--- src/rtl/morse_pkg.sv ---
// Shared types and Morse digit table for the serial Morse decoder.
// code[4] is the first symbol sent; 1 = dot, 0 = dash.
package morse_pkg;

  typedef enum logic [1:0] {
    ST_IDLE  = 2'd0,
    ST_MARK  = 2'd1,
    ST_SPACE = 2'd2
  } morse_state_e;

  localparam logic DOT  = 1'b1;
  localparam logic DASH = 1'b0;

  localparam logic [4:0] CODE_0 = 5'b00000;
  localparam logic [4:0] CODE_1 = 5'b10000;
  localparam logic [4:0] CODE_2 = 5'b11000;
  localparam logic [4:0] CODE_3 = 5'b11100;
  localparam logic [4:0] CODE_4 = 5'b11110;
  localparam logic [4:0] CODE_5 = 5'b11111;
  localparam logic [4:0] CODE_6 = 5'b01111;
  localparam logic [4:0] CODE_7 = 5'b00111;
  localparam logic [4:0] CODE_8 = 5'b00011;
  localparam logic [4:0] CODE_9 = 5'b00001;

  localparam logic [3:0] DIGIT_ERR = 4'hF;

endpackage

--- src/rtl/decodificador_morse_serial_if.sv ---
// Result bus of the Morse decoder: registered result plus valid/ready handshake.
// The decoder drives through master; the consumer samples through slave.
interface decodificador_morse_serial_if;
  logic       ready;
  logic [3:0] digit;
  logic [4:0] code;
  logic       err;
  logic       valid;
  logic       overrun;

  modport master (input ready, output digit, code, err, valid, overrun);
  modport slave  (output ready, input digit, code, err, valid, overrun);
endinterface

--- src/rtl/morse_codigo_para_digito.sv ---
// Table lookup from a 5-symbol Morse code to its decimal digit.
// Purely combinational; hit=0 and digit=DIGIT_ERR for codes outside the table.
module morse_codigo_para_digito
  import morse_pkg::*;
(
  input  logic [4:0] code,
  output logic [3:0] digit,
  output logic       hit
);

  always_comb begin
    digit = DIGIT_ERR;
    hit   = 1'b1;
    case (code)
      CODE_0:  digit = 4'd0;
      CODE_1:  digit = 4'd1;
      CODE_2:  digit = 4'd2;
      CODE_3:  digit = 4'd3;
      CODE_4:  digit = 4'd4;
      CODE_5:  digit = 4'd5;
      CODE_6:  digit = 4'd6;
      CODE_7:  digit = 4'd7;
      CODE_8:  digit = 4'd8;
      CODE_9:  digit = 4'd9;
      default: hit   = 1'b0;
    endcase
  end

endmodule

--- src/rtl/decodificador_morse_serial.sv ---
// Serial Morse digit receiver; result registered 1 cycle after the 3*UNIT-th gap sample.
// Pending result holds until ready; a new character arriving meanwhile is dropped and sets overrun. Option: MORSE_GLITCH_FILTER_EN.
module decodificador_morse_serial
  import morse_pkg::*;
#(
  parameter int UNIT = 8
) (
  input  logic                           clk,
  input  logic                           reset,
  input  logic                           key,
  decodificador_morse_serial_if.master   res
);

  localparam int CNTW = $clog2(3 * UNIT) + 1;

  localparam logic [CNTW-1:0] CNT_ONE  = CNTW'(1);
  localparam logic [CNTW-1:0] DASH_MIN = CNTW'(2 * UNIT);
  localparam logic [CNTW-1:0] GAP_END  = CNTW'(3 * UNIT - 1);

  localparam logic [1:0] IDLE  = ST_IDLE;
  localparam logic [1:0] MARK  = ST_MARK;
  localparam logic [1:0] SPACE = ST_SPACE;

  logic [1:0]      state;
  logic [CNTW-1:0] cnt;
  logic [4:0]      sr;
  logic [2:0]      nsym;
  logic            glitch;
  logic            done;
  logic [3:0]      tbl_digit;
  logic            tbl_hit;
  logic            char_err;

`ifdef MORSE_GLITCH_FILTER_EN
  localparam logic [CNTW-1:0] GLITCH_MIN = CNTW'((UNIT / 2 > 1) ? UNIT / 2 : 1);
  assign glitch = (cnt < GLITCH_MIN);
`else
  assign glitch = 1'b0;
`endif

  assign done = (state == SPACE) && !key && (cnt == GAP_END);

  morse_codigo_para_digito u_tabla (
    .code  (sr),
    .digit (tbl_digit),
    .hit   (tbl_hit)
  );

  assign char_err = (nsym != 3'd5) || !tbl_hit;

  always_ff @(posedge clk) begin
    if (reset) begin
      state <= IDLE;
      cnt   <= '0;
      sr    <= '0;
      nsym  <= '0;
    end else begin
      case (state)
        IDLE: begin
          if (key) begin
            state <= MARK;
            cnt   <= CNT_ONE;
            sr    <= '0;
            nsym  <= '0;
          end
        end
        MARK: begin
          if (key) begin
            if (cnt != DASH_MIN) cnt <= cnt + CNT_ONE;
          end else if (glitch) begin
            // A too-short pulse leaves no trace; with no symbols yet it never started a character.
            state <= (nsym == 3'd0) ? IDLE : SPACE;
            cnt   <= CNT_ONE;
          end else begin
            sr    <= {sr[3:0], (cnt < DASH_MIN) ? DOT : DASH};
            if (nsym != 3'd6) nsym <= nsym + 3'd1;
            state <= SPACE;
            cnt   <= CNT_ONE;
          end
        end
        SPACE: begin
          if (key) begin
            state <= MARK;
            cnt   <= CNT_ONE;
          end else if (cnt == GAP_END) begin
            state <= IDLE;
          end else begin
            cnt <= cnt + CNT_ONE;
          end
        end
        default: state <= IDLE;
      endcase
    end
  end

  always_ff @(posedge clk) begin
    if (reset) begin
      res.digit   <= '0;
      res.code    <= '0;
      res.err     <= 1'b0;
      res.valid   <= 1'b0;
      res.overrun <= 1'b0;
    end else if (done && (!res.valid || res.ready)) begin
      res.digit <= char_err ? DIGIT_ERR : tbl_digit;
      res.code  <= sr;
      res.err   <= char_err;
      res.valid <= 1'b1;
    end else if (done) begin
      res.overrun <= 1'b1;
    end else if (res.valid && res.ready) begin
      res.valid <= 1'b0;
    end
  end

endmodule

--- src/flat_wrapper.sv ---
// flat-port wrapper written by rule: the top's interface ports become plain ports
module decodificador_morse_serial_flat import morse_pkg::*;
#(
  parameter int UNIT = 8
)
  (clk, reset, key, res_ready, res_digit, res_code, res_err, res_valid, res_overrun);
  decodificador_morse_serial_if res_i ();
  input  logic clk;
  input  logic reset;
  input  logic key;
  input wire logic [$bits(res_i.ready)-1:0] res_ready;
  output wire logic [$bits(res_i.digit)-1:0] res_digit;
  output wire logic [$bits(res_i.code)-1:0] res_code;
  output wire logic [$bits(res_i.err)-1:0] res_err;
  output wire logic [$bits(res_i.valid)-1:0] res_valid;
  output wire logic [$bits(res_i.overrun)-1:0] res_overrun;
  assign res_i.ready = res_ready;
  assign res_digit = res_i.digit;
  assign res_code = res_i.code;
  assign res_err = res_i.err;
  assign res_valid = res_i.valid;
  assign res_overrun = res_i.overrun;
  decodificador_morse_serial #(.UNIT(UNIT)) u_core (.clk(clk), .reset(reset), .key(key), .res(res_i));
endmodule
--- config.mk ---
export PLATFORM = sky130hd
export DESIGN_NAME = decodificador_morse_serial_flat
export DESIGN_NICKNAME = d
export VERILOG_FILES = /design/src/rtl/morse_pkg.sv /design/src/rtl/decodificador_morse_serial_if.sv /design/src/rtl/morse_codigo_para_digito.sv /design/src/rtl/decodificador_morse_serial.sv /design/src/flat_wrapper.sv
export SDC_FILE = /design/constraint.sdc
export NUM_CORES = 1
export LEC_CHECK = 0
export CORE_UTILIZATION = 30
export DETAILED_ROUTE_END_ITERATION = 6
export SLEW_MARGIN = 15
export SYNTH_ARGS = -nofsm -noshare
export SYNTH_HDL_FRONTEND = slang
export SYNTH_SLANG_ARGS = --single-unit
--- constraint.sdc ---
create_clock -name clk -period 2.45 [get_ports clk]
set_input_delay 0.3675 -clock clk [delete_from_list [all_inputs] [get_ports clk]]
set_output_delay 0.3675 -clock clk [all_outputs]
set_load 0.05 [all_outputs]
==> impl_metrics.csv <==
group,metric,value,unit
synth,synth_top_area_share,34.9,%
timing,finClkSkew,0.00102,ns
detailed_routing,drt-total-wl,3370,µm
timing,slew_viol_final,0,
synth,synthArstFlopShare,0,%
synth,synth_fp_nets,203,
pwr,ir_drop,0.000229,V
clock_network,cts_buffers,3,
clock_network,clockBufferDepth,2,
synth,ys.flop_type,"dfxtp_1",
outcome,status,"finished, final reports clean",
detailed_routing,ant_nets,0,
timing,fin_tns_setup,0,ns
pwr,finalPower,0.000908,W
pwr,seq_power_share,52.9,%
synth,syn_area,1600,µm²
timing,slew_headroom,52.4,%
place,io_buffers,15,
clock_network,cts_tree,"done",
cells_and_area,area_growth,19.0,%
synth,ys_warn_count,0,
synth,yosys.area.top_type,"dfxtp_1",
die,row_count,26,
min_path,whs_endpoint,"u_core.res.err",
detailed_routing,drc,0,
detailed_routing,drtIter0Drc,89,
clock_network,root_buffer,"clkbuf_8",
cells_and_area,num_antenna_cells,0,
clock_network,clk_pin_slew,0.09,ns
worst_setup_path,cp_max_fo,5,
global_routing,grt_start_max_net_pins,20,
timing,min_period,2.01,ns
synth,synth_edf_count,0,
global_routing,grtUsageTotal,13.7,%
run,drv_cap,0,
pwr,power_frac_comb,15.5,%
pwr,switching_power,0.000243,W
place,dp_hpwl,2530,µm
die,core_area,5140,µm²
pwr,p_int,0.000665,W
pwr,p_leak,0.636,nW
worst_setup_path,cp.required,2.59,ns
worst_setup_path,cp-start-kind,"register",
worst_setup_path,r2r_end,"u_core.res.digit[1]",
min_path,hold_class,"reg -> reg",
die,die_w,75.1,µm
die,dieArea,5640,µm²
global_routing,grt_pass1_vias,1301,
min_path,worstHoldStart,"u_core.res.err",
synth,ys_ff_latch,28,
worst_setup_path,r2r_start,"u_core.cnt[4]",
worst_setup_path,critPathKind,"reg -> reg",
synth,synthCells,188,
synth,yosysUniqueCellTypes,45,
synth,synthTopCellsByArea,"dfxtp_1 (35%), ha_1 (8.6%), nor2_1 (7.0%)",
synth,yosysSeqAreaShare,34.9,%
timing,tightest_slew,0.712,ns
timing,clock.fmax,498,MHz
detailed_routing,routedWlPerCell,12.3,µm
pwr,swShare,26.8,%
clock_network,clkLatencyLatePin,0.27,ns
timing,min_period_over_period,82.0,%
place,gp_congestion,0.790,
detailed_routing,firstDrtPassIters,4,
detailed_routing,vias,1360,
global_routing,grt_overflow_total,0,
clock_network,cts.repair.resized,0,
cells_and_area,layout-drive-gt1-share,8.33,%
timing,hold_violations,0,
timing,setup_viol,0,
clock_network,post_cts_buffers,0,
clock_network,h-tree-depth,1,
detailed_routing,avgViaCountPerCell,4.96,
pwr,clkPwrFrac,31.6,%
cells_and_area,num-fill-cells,569,
pwr,p_per_area,476,nW/µm²
clock_network,hold_buffers,0,
global_routing,grt_pass1_wl,5970,µm
synth,avgSynthCellArea,8.53,µm²
worst_setup_path,r2r_slack,0.44,ns
worst_setup_path,cp.arrival,2.15,ns
die,start_util,31.2,%
cells_and_area,nets,220,
global_routing,antenna_found_initial,0,
clock_network,cts_sinks,28,
timing,rsz0062_at_grt,"no",
die,die_h,75.1,µm
worst_setup_path,cp-end-kind,"register",
min_path,min_path_cells,2,
worst_setup_path,ff2ff_path_depth,4,
die,ioPinCount,16,
worst max-delay path: stages, from the launching register on:
cell	delay [ns]
dfxtp_1	0.42
or3b_4	0.44
or3_4	0.45
a2111oi_4	0.45
a211oi_1	0.13
Yosys cell counts (5+ instances only):
| master | instances |
|---|---|
| o21ai_0 | 7 |
| a211oi_1 | 9 |
| nand2_1 | 6 |
| nand2b_1 | 5 |
| inv_1 | 11 |
| mux2i_1 | 6 |
| dfxtp_1 | 28 |
| nor2_1 | 30 |
| clkbuf_1 | 9 |
| ha_1 | 11 |
| nor2b_1 | 6 |
| a21oi_1 | 14 |
cells in the final DEF, fill, tap and decap left out, types with 2 or more instances in the layout:
master           instances
and2_1                   2
o21ai_0                  7
nor2_1                  30
nor2b_1                  6
mux2i_1                  6
nand2b_1                 5
nor3b_1                  2
inv_1                   11
dfxtp_1                 28
a21oi_1                 14
nor3_1                   4
buf_4                    6
nand2_1                  6
ha_1                    11
xnor2_1                  3
nand4_1                  2
a211oi_1                 9
clkdlybuf4s50_1         15
a31oi_1                  3
clkbuf_8                 4
a2111oi_0                4
layout make-up:
class | count | area [µm²] | area share (%)
clock buffer | 4 | 55.1 | 2.89
inverter | 11 | 41.3 | 2.16
multi-input combinational | 140 | 968 | 50.8
sequential | 28 | 561 | 29.4
tap | 70 | 87.6 | 4.59
timing repair buffer | 21 | 195 | 10.2
logic make-up (layout without fill, tap and decap cells):
family	after synthesis	after routing	synth area share, %
buf+inv	20	36	4.68
compound gates	51	51	22.7
simple gates	68	68	23.0
flops	28	28	34.9
mux	7	7	4.45
fa+ha+maj	11	11	8.58
xor+xnor	3	3	1.64
registers in the layout, summed over array words and instances, names as in the netlist:
name and cells:
u_core.cnt 6, u_core.nsym 3, u_core.res.code 5, u_core.res.digit 4, u_core.res.err 1, u_core.res.overrun 1
u_core.res.valid 1, u_core.sr 5, u_core.state 2
metrics by stage:
step / area [µm²] / instances / utilization, % / hold slack (ns) / setup WS (ns)
2_1_floorplan: 1600 / 188 / - / 0.475 / 0.600
3_5_place_dp: 1850 / 270 / 36.1 / 0.481 / 0.344
6_report: 1910 / 274 / 37.1 / 0.493 / 0.441
5_1_grt: 1910 / 274 / 37.1 / 0.548 / 0.339
3_3_place_gp: 1850 / 270 / 36.1 / 0.479 / 0.378
4_1_cts: 1910 / 274 / 37.1 / 0.498 / 0.437
power by group through the flow:
stage          clock network (W)  registers, W  logic [W]
6_report                0.000287      0.000480   0.000141
5_1_grt                 0.000312      0.000482   0.000160
4_1_cts                 0.000299      0.000480   0.000140
3_5_place_dp                   0      0.000491   0.000139
3_3_place_gp                   0      0.000491   0.000139
2_1_floorplan                  0      0.000483   0.000107
worst max-delay path by stage:
stage                               start             endpoint  slack, ns  depth (start not counted)
final                       u_core.cnt[4]  u_core.res.digit[1]       0.44                          4
after global routing      u_core.state[1]        u_core.cnt[5]       0.34                          7
after CTS                   u_core.cnt[4]  u_core.res.digit[1]       0.44                          4
after detailed placement              key       u_core.nsym[0]       0.34                          6
after global placement                key  u_core.res.digit[1]       0.38                          5
after floorplan             u_core.cnt[4]  u_core.res.digit[0]       0.60                          4
metal layers:
| layer | share of wire, % | global-route usage [%] |
|---|---|---|
| met2 | 46 | 22.2 |
| met4 | 1.0 | 5.03 |
| met3 | 2.4 | 2.01 |
| met1 | 50 | 18.5 |
| met5 | 0 | 0 |
Power figures use the tool's default switching activity.
